===== src/rtl/mont_pkg.sv =====
// rtl/mont_pkg.sv - shared state encoding, default width and sizing helper for mont_mul
package mont_pkg;

  localparam int DEFAULT_WIDTH = 8;

  typedef enum logic [1:0] {
    IDLE = 2'd0,
    CALC = 2'd1,
    CORR = 2'd2,
    ERR  = 2'd3
  } state_e;

  // Bits needed to count 0..value-1; never returns less than 1.
  function automatic int clog2(input int value);
    int r;
    r = 1;
    for (int i = 1; i < 31; i++) begin
      if ((1 << i) < value) r = i + 1;
    end
    return r;
  endfunction

endpackage


===== src/rtl/mont_step.sv =====
// rtl/mont_step.sv - one combinational Montgomery iteration: t_o = (t + a_bit*b + q*m) / 2
module mont_step #(
  parameter int WIDTH = 8
) (
  input  logic [WIDTH+1:0] t_i,
  input  logic             a_bit_i,
  input  logic [WIDTH-1:0] b_i,
  input  logic [WIDTH-1:0] m_i,
  output logic [WIDTH+1:0] t_o
);

  logic [WIDTH+1:0] t1;
  logic [WIDTH+1:0] t2;

  // With t < 2m and b < m, t2 < 4m, so WIDTH+2 bits never overflow.
  assign t1  = t_i + (a_bit_i ? {2'b00, b_i} : '0);
  assign t2  = t1 + (t1[0] ? {2'b00, m_i} : '0);
  assign t_o = {1'b0, t2[WIDTH+1:1]};

endmodule


===== src/rtl/mont_mul.sv =====
// rtl/mont_mul.sv - bit-serial Montgomery multiplier, result = a*b*2^-WIDTH mod m
// Optional operand checking when MONT_ERR_CHECK_EN is defined.
module mont_mul
  import mont_pkg::*;
#(
  parameter int WIDTH = DEFAULT_WIDTH
) (
  input  logic             clk,
  input  logic             rst,
  input  logic             start,
  input  logic [WIDTH-1:0] a,
  input  logic [WIDTH-1:0] b,
  input  logic [WIDTH-1:0] m,
  output logic             busy,
  output logic             done,
  output logic [WIDTH-1:0] result,
  output logic             err
);

  localparam int CW = clog2(WIDTH);
  localparam int TW = WIDTH + 2;

  state_e           state_q;
  logic [WIDTH-1:0] a_q;
  logic [WIDTH-1:0] b_q;
  logic [WIDTH-1:0] m_q;
  logic [TW-1:0]    t_q;
  logic [TW-1:0]    t_d;
  logic [CW-1:0]    cnt_q;
  logic [WIDTH-1:0] result_q;
  logic [WIDTH-1:0] corr_d;
  logic [TW-1:0]    m_ext;
  logic             busy_q;
  logic             done_q;
  logic             last_iter;

  mont_step #(
    .WIDTH(WIDTH)
  ) u_step (
    .t_i    (t_q),
    .a_bit_i(a_q[cnt_q]),
    .b_i    (b_q),
    .m_i    (m_q),
    .t_o    (t_d)
  );

  assign m_ext     = {2'b00, m_q};
  assign last_iter = (cnt_q == CW'(WIDTH - 1));
  // Accumulator ends below 2m, so a single conditional subtract fully reduces it.
  assign corr_d    = (t_q >= m_ext) ? WIDTH'(t_q - m_ext) : t_q[WIDTH-1:0];

`ifdef MONT_ERR_CHECK_EN
  logic err_q;
  logic operand_bad;

  assign operand_bad = !m[0] || (m <= WIDTH'(1)) || (a >= m) || (b >= m);
  assign err         = err_q;
`else
  assign err = 1'b0;
`endif

  always_ff @(posedge clk) begin
    if (rst) begin
      state_q  <= IDLE;
      busy_q   <= 1'b0;
      done_q   <= 1'b0;
      result_q <= '0;
      t_q      <= '0;
      cnt_q    <= '0;
      a_q      <= '0;
      b_q      <= '0;
      m_q      <= '0;
`ifdef MONT_ERR_CHECK_EN
      err_q    <= 1'b0;
`endif
    end else begin
      done_q <= 1'b0;
`ifdef MONT_ERR_CHECK_EN
      err_q  <= 1'b0;
`endif
      case (state_q)
        // ERR is the done cycle of a rejected job and accepts a new start like IDLE.
        IDLE, ERR: begin
          state_q <= IDLE;
          if (start) begin
            a_q   <= a;
            b_q   <= b;
            m_q   <= m;
            t_q   <= '0;
            cnt_q <= '0;
`ifdef MONT_ERR_CHECK_EN
            if (operand_bad) begin
              state_q  <= ERR;
              done_q   <= 1'b1;
              err_q    <= 1'b1;
              result_q <= '0;
            end else
`endif
            begin
              state_q <= CALC;
              busy_q  <= 1'b1;
            end
          end
        end
        CALC: begin
          t_q   <= t_d;
          cnt_q <= cnt_q + CW'(1);
          if (last_iter) state_q <= CORR;
        end
        CORR: begin
          result_q <= corr_d;
          done_q   <= 1'b1;
          busy_q   <= 1'b0;
          state_q  <= IDLE;
        end
        default: begin
          state_q <= IDLE;
          busy_q  <= 1'b0;
        end
      endcase
    end
  end

  assign busy   = busy_q;
  assign done   = done_q;
  assign result = result_q;

endmodule


===== config.mk =====
export PLATFORM = sky130hd
export DESIGN_NAME = mont_mul
export DESIGN_NICKNAME = d
export VERILOG_FILES = /design/src/rtl/mont_pkg.sv /design/src/rtl/mont_step.sv /design/src/rtl/mont_mul.sv
export SDC_FILE = /design/constraint.sdc
export NUM_CORES = 1
export LEC_CHECK = 0
export BUFFER_PORTS_ARGS = -buffer_cell sky130_fd_sc_hd__buf_4
export CORE_AREA = 2 2 88 90
export DETAILED_ROUTE_END_ITERATION = 7
export DIE_AREA = 0 0 90 92
export SLEW_MARGIN = 20
export SYNTH_ARGS = -nofsm -noshare
export SYNTH_HDL_FRONTEND = slang
export SYNTH_HIERARCHICAL = 1
export SYNTH_SLANG_ARGS = --single-unit

===== constraint.sdc =====
create_clock -name clk -period 3.9 [get_ports clk]
set_clock_uncertainty 0.2 [all_clocks]
set_input_delay 0.39 -clock clk [delete_from_list [all_inputs] [get_ports clk]]
set_output_delay 0.39 -clock clk [all_outputs]
set_load 0.02 [all_outputs]

# Word-level counts from Yosys, hierarchy flattened

Cells that the tools add are included.

Register bits: 49
Logic and storage cells: 43
Output and inout port bits: 11
Input bits: 27

Equality and inequality tests: 6
Reduce and logical (&&, ||, !) cells: 7
$lt $le $gt $ge: 2
Add/sub/neg operators: 4
Mux-type cells: 15

Operators by type and width:

| cell                                                | number |
|---|---|
| two-way mux 8 bit                                   | 3 |
| one-hot mux 10 bit (2 select lines)                 | 1 |
| adder 10 bit                                        | 1 |
| adder 10 x 8 -> 10 bit                              | 1 |
| greater-or-equal comparator 10 x 8 -> 1 bit         | 1 |
| two-way mux 10 bit                                  | 1 |
| subtractor 8 bit                                    | 1 |
| one-hot mux 2 bit (3 select lines)                  | 1 |
| one-hot mux 3 bit (2 select lines)                  | 1 |
| AND reduction 2 bit                                 | 3 |
| == test 2 bit (second input constant)               | 2 |
| < comparator 3 x 4 -> 1 bit (second input constant) | 1 |
| two-way mux 1 bit                                   | 4 |
| != test 2 bit (second input constant)               | 2 |
| nonzero test 2 bit                                  | 2 |
| adder 3 x 1 -> 3 bit (second input constant)        | 1 |
| binary-select mux 1 bit (select 3 bit)              | 1 |
| == test 3 bit (second input constant)               | 1 |
| two-way mux 3 bit                                   | 1 |
| == test 2 x 1 -> 1 bit (second input constant)      | 1 |
| zero test 2 bit                                     | 1 |
| two-way mux 2 bit                                   | 1 |
| one-hot mux 1 bit (2 select lines)                  | 1 |
| OR reduction 2 bit                                  | 1 |

# Depth between registers and ports, before layout

Gate-level depths: netlist of run 1.

Depth after elaboration: 7
Gate-level depth with buffers: 17
Depth with buffers taken out: 17

# Modules after synthesis

Netlist of run 1, hierarchy kept.

By module, submodules not included:

| module    | times used | area each (um^2) | cells an instance | sequential area each (um^2) |
|---|---|---|---|---|
| mont_mul  | 1          | 2,322.2          | 270               | 980.9 |
| mont_step | 1          | 810.8            | 111               | 0.0 |

# Least setup slack after synthesis of run 1

OpenSTA, ideal clock, no wires.

Path type: register to register
From: reg cnt_q[0]
To: reg t_q[8]
Required time: 3,583 ps
Buffers on the path: 0
Period minus slack after synthesis: 3,883 ps
Library setup time: 117 ps
Slack: 17 ps
Data arrival time: 3,566 ps
Cell stages (with the launch flop): 18
Cells stage by stage: dfxtp_1 mux4_2 mux2_2 and2_1 ha_1 inv_1 fa_1 nor2b_1 o21a_1 nor2_1 xnor2_1 ha_1 nand2_1 o21a_1 or3b_1 a211oi_2 xnor2_1 a22o_1

Cells in the longest elaborated chain, start to end: 7

RTL lines:

| item                                      | line            | text |
|---|---|---|
| from (decl)                               | mont_mul.sv:29  | `logic [CW-1:0] cnt_q;` |
| from (signal assigned)                    | mont_mul.sv:107 | `cnt_q <= cnt_q + CW'(1);` |
| binary-select mux 1 bit (select 3 bit) *  | mont_mul.sv:41  | `.a_bit_i(a_q[cnt_q]),` |
| two-way mux 1 bit (not written as such) * | mont_mul.sv:41  |  |
| two-way mux 8 bit *                       | mont_step.sv:16 | `assign t1 = t_i + (a_bit_i ? {2'b00, b_i} : '0);` |
| adder 10 x 8 -> 10 bit *                  | mont_step.sv:16 |  |
| two-way mux 8 bit                         | mont_step.sv:17 | `assign t2 = t1 + (t1[0] ? {2'b00, m_i} : '0);` |
| adder 10 bit *                            | mont_step.sv:17 |  |
| via t_d[8]                                | mont_mul.sv:28  | `logic [TW-1:0] t_d;` |
| one-hot mux 10 bit (2 select lines) *     | mont_mul.sv:81  | `case (state_q)` |
| to (signal assigned)                      | mont_mul.sv:106 | `t_q <= t_d;` |
| to (decl)                                 | mont_mul.sv:27  | `logic [TW-1:0] t_q;` |

The timed path passes the listed nets; every way through them passes the cells marked *. The select of a mux whose other input is x is not followed.
A chain may end at the register's enable or synchronous reset.

# Worst setup path in the final report of run 1

Same ends and word-level chain as after synthesis.

==> impl_metrics.ini, run 1 <==
[synth]
syn_inst = 381
synthDistinctLibCells = 53
netlist_area_um2 = 3130
synth_seq_cells = 49
ys_seq_area_frac = 0.313
syn-num-nets = 438
yosys_warnings = 6
synth_top_flop_cell = dfxtp_1
synth-edff-count = 0
async_flop_share = 0
avgSynthCellArea_um2 = 8.22

[setup_path]
path_class = reg -> reg
worstPathArrival_ns = 3.99
crit_required_ns = 3.91
start_kind = flip-flop
crit_fanout = 8
cp-end-kind = flip-flop
crit_slowest_cell = mux4_2
slowest_delay_ns = 0.48
worstPathCellList = mux4_2, mux2_4, and2_4, ha_4, inv_4, fa_2, nor2b_2, o21a_1, nor2_2, xnor2_1, ha_1, nand2_1, o21a_1, or3b_1, a211oi_2, xnor2_1, a22o_1

[clocking]
clkSlewWorstSetupHoldPaths_ns = 0.10
cts_buffers = 5
numClockSinks = 49
clock_path_buffers = 2
cts.root.buffer_cell = clkbuf_8
postCtsHoldBufs = 0
htree_levels = 2
clkLatencyLatePin_ns = 0.30
cts_tree = yes

[sta]
slew_violations = 0
timing.slew.headroom = 0.405
worst_slew_pin_slew_ns = 0.890
setup_ws_ns = -0.0775
fmax_mhz = 251
setup-violations-final = 1
rsz0062_at_grt = yes
period_share = 1.02
period_needed_ns = 3.98
hold_violations = 0

[die]
initial_core_util = 0.421
dieArea_um2 = 8280
die_w_um = 90
num_rows = 32
ios = 38
core_um2 = 7450
die_h_um = 92

[min_path]
hp-class = in -> reg

[status]
violations = negative setup slack
status = finished with violations

[power]
vdd_drop_max_mv = 0.176
power.leakage_nw = 1.66
power_density_nw_per_um2 = 301

[layout]
antenna_cells = 0
stdcell_area_um2 = 3790
fin_nets = 484
post-route-util = 0.509
drive_gt1_frac = 0.220
multiInputGateArea_um2 = 2030
area_growth_pct = 21.0
seqCellArea_um2 = 985
n_fill_cell = 770
final_cells = 530

[placed_design]
port-buffer-count = 36
dp_cells = 521
place_congestion = 0.889
post_dp_cell_area_um2 = 3590
dp_hpwl_mm = 5.64

[global_routing]
grt_use_total = 0.182
grt_use_met2 = 0.306
grt_pass1_wl_mm = 12.3
grt_max_degree = 40
use_met3 = 0.0320
grtUsageMet1 = 0.238
gr-max-usage-layer = met2
antenna_found_initial = 0
overflow = 0
first_global_vias = 2581

[routing]
dr_total_vias = 2695
wl_mm = 7.29
vias_per_cell = 5.08
first_pass_iters = 4
antenna_left = 0
route.detailed.drc = 0
wl_per_cell_um = 13.8
drtIter0Drc = 107

[flow_run]
maxCapViolCount = 0
layout by cell type (no fill, tap or decap), types with 4 or more instances in the layout:
cell       n
xnor2_1   13
nor2_1    22
xor2_1     4
and2_1     7
and2_2     7
o21ai_0    7
nor3_1     5
a21oi_1   45
dfxtp_1   48
clkbuf_8   5
buf_4     57
ha_1      25
nand2_1   64
a21o_1     4
mux2i_1    5
nand2b_1   7
inv_1     21
a311oi_1   4
a22o_1    12
nor2b_1    5
power by group:
| part | internal, W | switching, W |
|---|---|---|
| logic | 0.0000817 | 0.0000964 |
| clock network | 0.000255 | 0.000176 |
| registers | 0.000518 | 0.0000140 |
registers in the layout, indices dropped and copies added, names as in the netlist:
register	flops
t_q	10
a_q	8
b_q	8
m_q	8
result	8
cnt_q	3
state_q	2
busy	1
done	1
stage by stage:
stage               setup TNS, ns  hold WS [ns]  total power (W)  setup slack (ns)
detailed placement         -0.147         0.247         0.000720            -0.147
global placement          -0.0369         0.244         0.000718           -0.0369
global route               -0.262         0.120          0.00119            -0.262
floorplan                       0         0.232         0.000669            0.0172
finish                    -0.0775         0.121          0.00114           -0.0775
CTS                       -0.0678         0.109          0.00115           -0.0678
synth_stat cells (3+ instances only):
cell type  count  area share
xnor2_1       13       0.036
and2_1         8       0.016
a211oi_1       3      0.0072
nand3b_1       3      0.0072
clkbuf_1      11       0.013
o21ai_0        8       0.013
o21a_1         3      0.0072
ha_1          27        0.11
a311oi_1       4       0.011
xor2_1         4       0.011
nand3_1        3      0.0048
inv_1         22       0.026
nor2b_1        6       0.012
mux2i_1        5       0.016
nor2_1        23       0.028
fa_1           3       0.019
a21o_1         4      0.0096
and2_2         7       0.017
a21oi_1       46       0.073
a211o_1        3      0.0084
nor3_1         5      0.0080
a22o_1        12       0.034
nand2_1       64       0.077
nand2b_1       7       0.014
dfxtp_1       49        0.31
worst max-delay path, delay by kind of cell, from the launching register on:
| kind | cells | cell delay [ns] |
|---|---|---|
| AO/OA/AOI/OAI | 4 | 0.84 |
| XOR/XNOR | 2 | 0.18 |
| adder cells (fa/ha/maj) | 3 | 0.69 |
| buffers and inverters | 1 | 0.05 |
| flip-flops | 1 | 0.37 |
| multiplexers | 2 | 0.80 |
| AND/OR/NAND/NOR | 5 | 0.74 |
area by class of cell:
cell class / count / area share
inverters: 22 / 0.0224
repair buffers: 57 / 0.113
clock buffers: 5 / 0.0181
flip-flops and latches: 49 / 0.260
well taps: 102 / 0.0337
multi-input cells: 292 / 0.536
clock inverters: 3 / 0.0172
layer usage:
layer,vias to the layer above,routed length (um)
li1,1411,-
met1,1225,3540
met2,49,3330
met3,10,283
met4,0,142
met5,-,0
cell families after synthesis:
| logic type | share of synthesized area |
|---|---|
| xor+xnor | 0.0475 |
| other cells | 0.00240 |
| compound gates | 0.220 |
| fa+ha+maj | 0.127 |
| mux | 0.0339 |
| buf+inv | 0.0555 |
| simple gates | 0.201 |
| flops | 0.313 |
repair_timing:
action	4_1_cts	5_1_grt
pin swaps	0	10
setup buffers	0	1
resized for setup	2	15
endpoints found under the setup margin	2	4
path summary, 6_finish.rpt:
kind | from | endpoint | slack, ns | cells past startpoint
worst max-delay path | cnt_q[0]$_SDFFE_PP0P_ | t_q[8]$_SDFFE_PP0P_ | -0.08 | 17
worst max register to register | cnt_q[0]$_SDFFE_PP0P_ | t_q[8]$_SDFFE_PP0P_ | -0.08 | 17
worst min-delay path | m[0] | m_q[0]$_SDFFE_PP0P_ | 0.12 | 3
worst min register to register | b_q[5]$_SDFFE_PP0P_ | b_q[5]$_SDFFE_PP0P_ | 0.26 | 2
(Power assumes the default switching activity.)
==> inputs of run 2 (changes only) <==
--- a/config.mk
+++ b/config.mk
@@ -6,9 +6,9 @@
 export NUM_CORES = 1
 export LEC_CHECK = 0
 export BUFFER_PORTS_ARGS = -buffer_cell sky130_fd_sc_hd__buf_4
-export CORE_AREA = 2 2 88 90
+export CORE_AREA = 2 2 92 94
 export DETAILED_ROUTE_END_ITERATION = 7
-export DIE_AREA = 0 0 90 92
+export DIE_AREA = 0 0 94 96
 export SLEW_MARGIN = 20
 export SYNTH_ARGS = -nofsm -noshare
 export SYNTH_HDL_FRONTEND = slang
==> constraint.sdc (replaced) <==
create_clock -name clk -period 3.9 [get_ports clk]
set_clock_uncertainty 0.2 [all_clocks]
set_input_delay 0.195 -clock clk [delete_from_list [all_inputs] [get_ports clk]]
set_output_delay 0.195 -clock clk [all_outputs]
set_load 0.02 [all_outputs]
==> impl_metrics.ini, run 2 (same netlist as run 1, synthesis figures left out) <==
[status]
status = finished clean

[min_path]
hp-class = in -> reg
holdPathStages = 4
min_to = busy$_SDFFE_PP0P_
worstHoldStart = start

[power]
vdd_drop_max_mv = 0.151
power.leakage_nw = 1.76
power_density_nw_per_um2 = 276
total_power_w = 0.00110

[clocking]
cts_buffers = 5
numClockSinks = 49
htree_levels = 2
clock_path_buffers = 2
cts_tree = yes
cts.root.buffer_cell = clkbuf_8
clkLatencyLatePin_ns = 0.31
clkSlewWorstSetupHoldPaths_ns = 0.10

[setup_path]
path_class = reg -> reg
crit_required_ns = 3.91
crit_slowest_cell = mux4_2
worstPathArrival_ns = 3.91
cp-end-kind = flip-flop
slowest_delay_ns = 0.48
r2r-end = t_q[8]$_SDFFE_PP0P_
worst-r2r-setup-slack_ns = 0.005
crit_fanout = 8
worstReg2RegStart = cnt_q[0]$_SDFFE_PP0P_
worstPathCellList = mux4_2, mux2_4, and2_1, ha_1, nor2b_1, o21a_1, nor2_2, xnor2_1, ha_1, nand2_1, o21a_1, or3b_1, a211oi_2, xnor2_1, a22o_1
start_kind = flip-flop
rr_worst_depth = 15

[sta]
hold_violations = 0
rsz0062_at_grt = yes
holdWs_ns = 0.0431
setup-violations-final = 0
period_needed_ns = 3.89
worst_slew_pin_slew_ns = 0.885
fmax_mhz = 257
period_share = 0.999
slew_violations = 0
timing.slew.headroom = 0.408

[layout]
fin_nets = 509
area_growth_pct = 27.7
post-route-util = 0.497
antenna_cells = 0
regMostFlops = t_q
final_cells = 558
final_cell_mix = nand2_1, buf_4, dfxtp_1, a21oi_1, ha_1
n_fill_cell = 795
largest_reg_flops = 10
final_common_cell = nand2_1
drive_gt1_frac = 0.208

[die]
initial_core_util = 0.389
die_h_um = 96
die_w_um = 94
ios = 38
dieArea_um2 = 9020
core_um2 = 8050
num_rows = 33

[routing]
first_pass_iters = 4
route.detailed.drc = 0
wl_per_cell_um = 13.4
wl_mm = 7.45
vias_per_cell = 4.98
dr_total_vias = 2781
drtIter0Drc = 102
antenna_left = 0

[flow_run]
maxCapViolCount = 0

[global_routing]
grt_use_total = 0.174
overflow = 0
grt_max_degree = 40
grt_pass1_wl_mm = 12.2
first_global_vias = 2634
antenna_found_initial = 0

[placed_design]
dp_cells = 525
place_congestion = 0.855
dp_hpwl_mm = 5.61
port-buffer-count = 36
run 2: changes by cell type in the layout (fill, tap and decap cells not counted), sizes merged:
cell | previous run | this run
bufinv | 2 | 1
buf | 57 | 58
clkinvlp | 0 | 1
dlygate4sd3 | 0 | 24
run 2: worst max-delay path by stage:
stage | from | to | slack [ns] | depth (start not counted)
floorplan | cnt_q[0]$_SDFFE_PP0P_ | t_q[8]$_SDFFE_PP0P_ | 0.02 | 17
global placement | cnt_q[0]$_SDFFE_PP0P_ | t_q[8]$_SDFFE_PP0P_ | -0.01 | 17
detailed placement | cnt_q[0]$_SDFFE_PP0P_ | t_q[8]$_SDFFE_PP0P_ | -0.12 | 17
CTS | cnt_q[0]$_SDFFE_PP0P_ | t_q[8]$_SDFFE_PP0P_ | -0.02 | 17
global route | cnt_q[0]$_SDFFE_PP0P_ | t_q[8]$_SDFFE_PP0P_ | -0.21 | 16
finish | cnt_q[0]$_SDFFE_PP0P_ | t_q[8]$_SDFFE_PP0P_ | 0.005 | 15
run 2: critical path, delay by kind of cell (launching register included):
kind                       cells  cell delay [ns]
AOI/OAI and AO/OA              4             0.74
xor gates and xnor gates       2             0.21
adders and majority gates      2             0.62
DFF                            1             0.37
muxes                          2             0.79
and+or+nand+nor                5             0.85
run 2: metal layers:
| metal | track usage | vias up | part of all wire | routed length [um] |
|---|---|---|---|---|
| li1 | - | 1460 | - | - |
| met1 | 0.222 | 1251 | 0.48 | 3570 |
| met2 | 0.299 | 59 | 0.46 | 3430 |
| met3 | 0.0313 | 11 | 0.044 | 331 |
| met4 | 0.0592 | 0 | 0.016 | 121 |
| met5 | 0 | - | 0 | 0 |
run 2: where the power goes:
group / leakage, nW / switching [W] / total, W / internal (W)
combinational: 1.31 / 0.000101 / 0.000199 / 0.0000977
sequential: 0.400 / 0.0000136 / 0.000532 / 0.000518
clock: 0.0543 / 0.000181 / 0.000373 / 0.000192
total: 1.76 / 0.000295 / 0.00110 / 0.000808
run 2: final cells by class:
type	instances	area, um2	area share
sequential	49	985	0.246
timing repair buffer	82	676	0.169
multi-input combinational	292	2010	0.503
inverter	22	82.6	0.0206
clock inverter	3	46.3	0.0116
clock buffer	5	68.8	0.0172
tap	105	131	0.0328
run 2: stage by stage:
step / setup TNS, ns / setup slack, ns / instance area (um2)
2_1_floorplan: 0 / 0.0172 / 3130
3_3_place_gp: -0.0104 / -0.0104 / 3600
3_5_place_dp: -0.163 / -0.120 / 3600
4_1_cts: -0.0156 / -0.0156 / 3960
5_1_grt: -0.289 / -0.214 / 4000
6_report: 0 / 0.00503 / 4000
run 2: what timing repair did:
| item | 4_1_cts | 5_1_grt |
|---|---|---|
| endpoints found under the setup margin | 3 | 4 |
| gates resized for setup | 3 | 11 |
| hold buffers | 24 | 0 |
| cloned | 0 | 0 |
| hold endpoints to repair | 24 | 0 |
| pin swaps | 0 | 5 |
| setup buffers | 0 | 1 |
==> inputs of run 3 (changes only) <==
--- a/config.mk
+++ b/config.mk
@@ -5,7 +5,7 @@
 export SDC_FILE = /design/constraint.sdc
 export NUM_CORES = 1
 export LEC_CHECK = 0
-export BUFFER_PORTS_ARGS = -buffer_cell sky130_fd_sc_hd__buf_4
+export BUFFER_PORTS_ARGS = -buffer_cell sky130_fd_sc_hd__buf_2
 export CORE_AREA = 2 2 92 94
 export DETAILED_ROUTE_END_ITERATION = 7
 export DIE_AREA = 0 0 94 96
==> impl_metrics.ini, run 3 (same netlist as run 1, synthesis figures left out) <==
[status]
status = finished clean

[clocking]
clkLatencyLatePin_ns = 0.31
htree_levels = 2
cts_setup_buffers = 0
clkSlewWorstSetupHoldPaths_ns = 0.09
numClockSinks = 49
cts.root.buffer_cell = clkbuf_8
cts_buffers = 5
clock_path_buffers = 2
cts_tree = yes

[power]
power.leakage_nw = 1.73
power_density_nw_per_um2 = 282
vdd_drop_max_mv = 0.168

[placed_design]
dp_cells = 525
dp_hpwl_mm = 5.60
port-buffer-count = 36
place_congestion = 0.865

[min_path]
hp-class = in -> reg
holdPathStages = 4
min_to = busy$_SDFFE_PP0P_
worstHoldStart = start

[global_routing]
grt_use_total = 0.175
grt_max_degree = 40
first_global_vias = 2715
grt_pass1_wl_mm = 12.4
overflow = 0
antenna_found_initial = 0

[routing]
antenna_left = 0
route.detailed.drc = 0
drtIter0Drc = 75
dr_total_vias = 2778
wl_mm = 7.59
vias_per_cell = 4.99
first_pass_iters = 5
wl_per_cell_um = 13.6

[setup_path]
r2r-end = t_q[8]$_SDFFE_PP0P_
worst-r2r-setup-slack_ns = 0.02
crit_required_ns = 3.91
worstReg2RegStart = cnt_q[0]$_SDFFE_PP0P_
start_kind = flip-flop
crit_fanout = 8
rr_worst_depth = 17
cp-end-kind = flip-flop
path_class = reg -> reg
crit_start = cnt_q[0]$_SDFFE_PP0P_
worstPathArrival_ns = 3.89

[sta]
setup-violations-final = 0
period_share = 0.995
slew_violations = 0
hold_violations = 0
period_needed_ns = 3.88
timing.slew.headroom = 0.358
holdWs_ns = 0.0697
rsz0062_at_grt = yes
fmax_mhz = 258
worst_slew_pin_slew_ns = 0.961

[die]
dieArea_um2 = 9020
die_h_um = 96
core_um2 = 8050
initial_core_util = 0.389
die_w_um = 94
num_rows = 33
ios = 38

[layout]
final_cell_mix = nand2_1, dfxtp_1, a21oi_1, buf_2, ha_1
antenna_cells = 0
fin_nets = 508
final_cells = 557
regMostFlops = t_q
drive_gt1_frac = 0.206
area_growth_pct = 25.2
final_common_cell = nand2_1
largest_reg_flops = 10

[flow_run]
maxCapViolCount = 0
==> run 3: changes by cell type in the layout (fill, tap and decap cells not counted), moves of 2 or more <==
cell / before / now
a21oi_1: 46 / 44
a21oi_2: 1 / 3
buf_2: 0 / 36
buf_4: 58 / 21
ha_4: 0 / 2
==> run 3: cell type report <==
type | count | area (um2)
Inverter | 22 | 82.6
Sequential cell | 49 | 985
Clock buffer | 7 | 86.3
Multi-Input combinational cell | 292 | 2030
Tap cell | 105 | 131
Timing Repair Buffer | 81 | 578
Clock inverter | 1 | 30.0
Fill cell | 798 | 4130
==> run 3: timing repair <==
action,CTS,global route
endpoints found under the hold margin,24,0
cloned,0,0
gates resized for setup,2,13
pin swaps,0,4
hold buffers,24,0
endpoints found under the setup margin,2,4
==> run 3: power breakdown <==
group          leakage, nW  total (W)  internal, W  switching, W
logic                 1.27   0.000192    0.0000901      0.000101
registers            0.400   0.000532     0.000518     0.0000140
clock network       0.0585   0.000383     0.000209      0.000174
==> run 3: worst max-delay path, stage by stage (launching register included) <==
cell and delay (ns):
dfxtp_4 0.37, mux4_2 0.48, mux2_4 0.32, and2_4 0.16, ha_4 0.16, inv_2 0.05, fa_2 0.21, nor2b_2 0.05
o21a_1 0.17, nor2_2 0.09, xnor2_1 0.08, ha_1 0.32, nand2_1 0.06, o21a_1 0.18, or3b_1 0.36, a211oi_2 0.25
xnor2_1 0.09, a22o_1 0.20
==> run 3: worst max-delay path by stage <==
| stage | slack, ns | depth (start not counted) | endpoint |
|---|---|---|---|
| 4_1_cts | -0.05 | 17 | t_q[8]$_SDFFE_PP0P_ |
| 6_report | 0.02 | 17 | t_q[8]$_SDFFE_PP0P_ |
| 3_3_place_gp | -0.02 | 17 | t_q[8]$_SDFFE_PP0P_ |
| 5_1_grt | -0.15 | 16 | t_q[8]$_SDFFE_PP0P_ |
| 2_1_floorplan | 0.02 | 17 | t_q[8]$_SDFFE_PP0P_ |
| 3_5_place_dp | -0.11 | 17 | t_q[8]$_SDFFE_PP0P_ |
==> run 3: per-layer routing <==
layer	share of wire	up-vias	track usage	wire, um
met3	0.028	7	0.0321	213
met5	0	-	0	0
met4	0.0087	0	0.0447	66
met2	0.48	40	0.315	3640
met1	0.48	1283	0.215	3670
li1	-	1448	-	-
==> run 3: stage by stage <==
step | cell area (um2) | total power (W) | TNS, ns | utilization | setup WS (ns)
2_1_floorplan | 3130 | 0.000669 | 0 | - | 0.0172
3_3_place_gp | 3510 | 0.000711 | -0.0187 | 0.436 | -0.0187
3_5_place_dp | 3510 | 0.000713 | -0.111 | 0.436 | -0.111
4_1_cts | 3870 | 0.00111 | -0.0487 | 0.481 | -0.0487
5_1_grt | 3920 | 0.00116 | -0.182 | 0.487 | -0.151
6_report | 3920 | 0.00111 | 0 | 0.487 | 0.0203
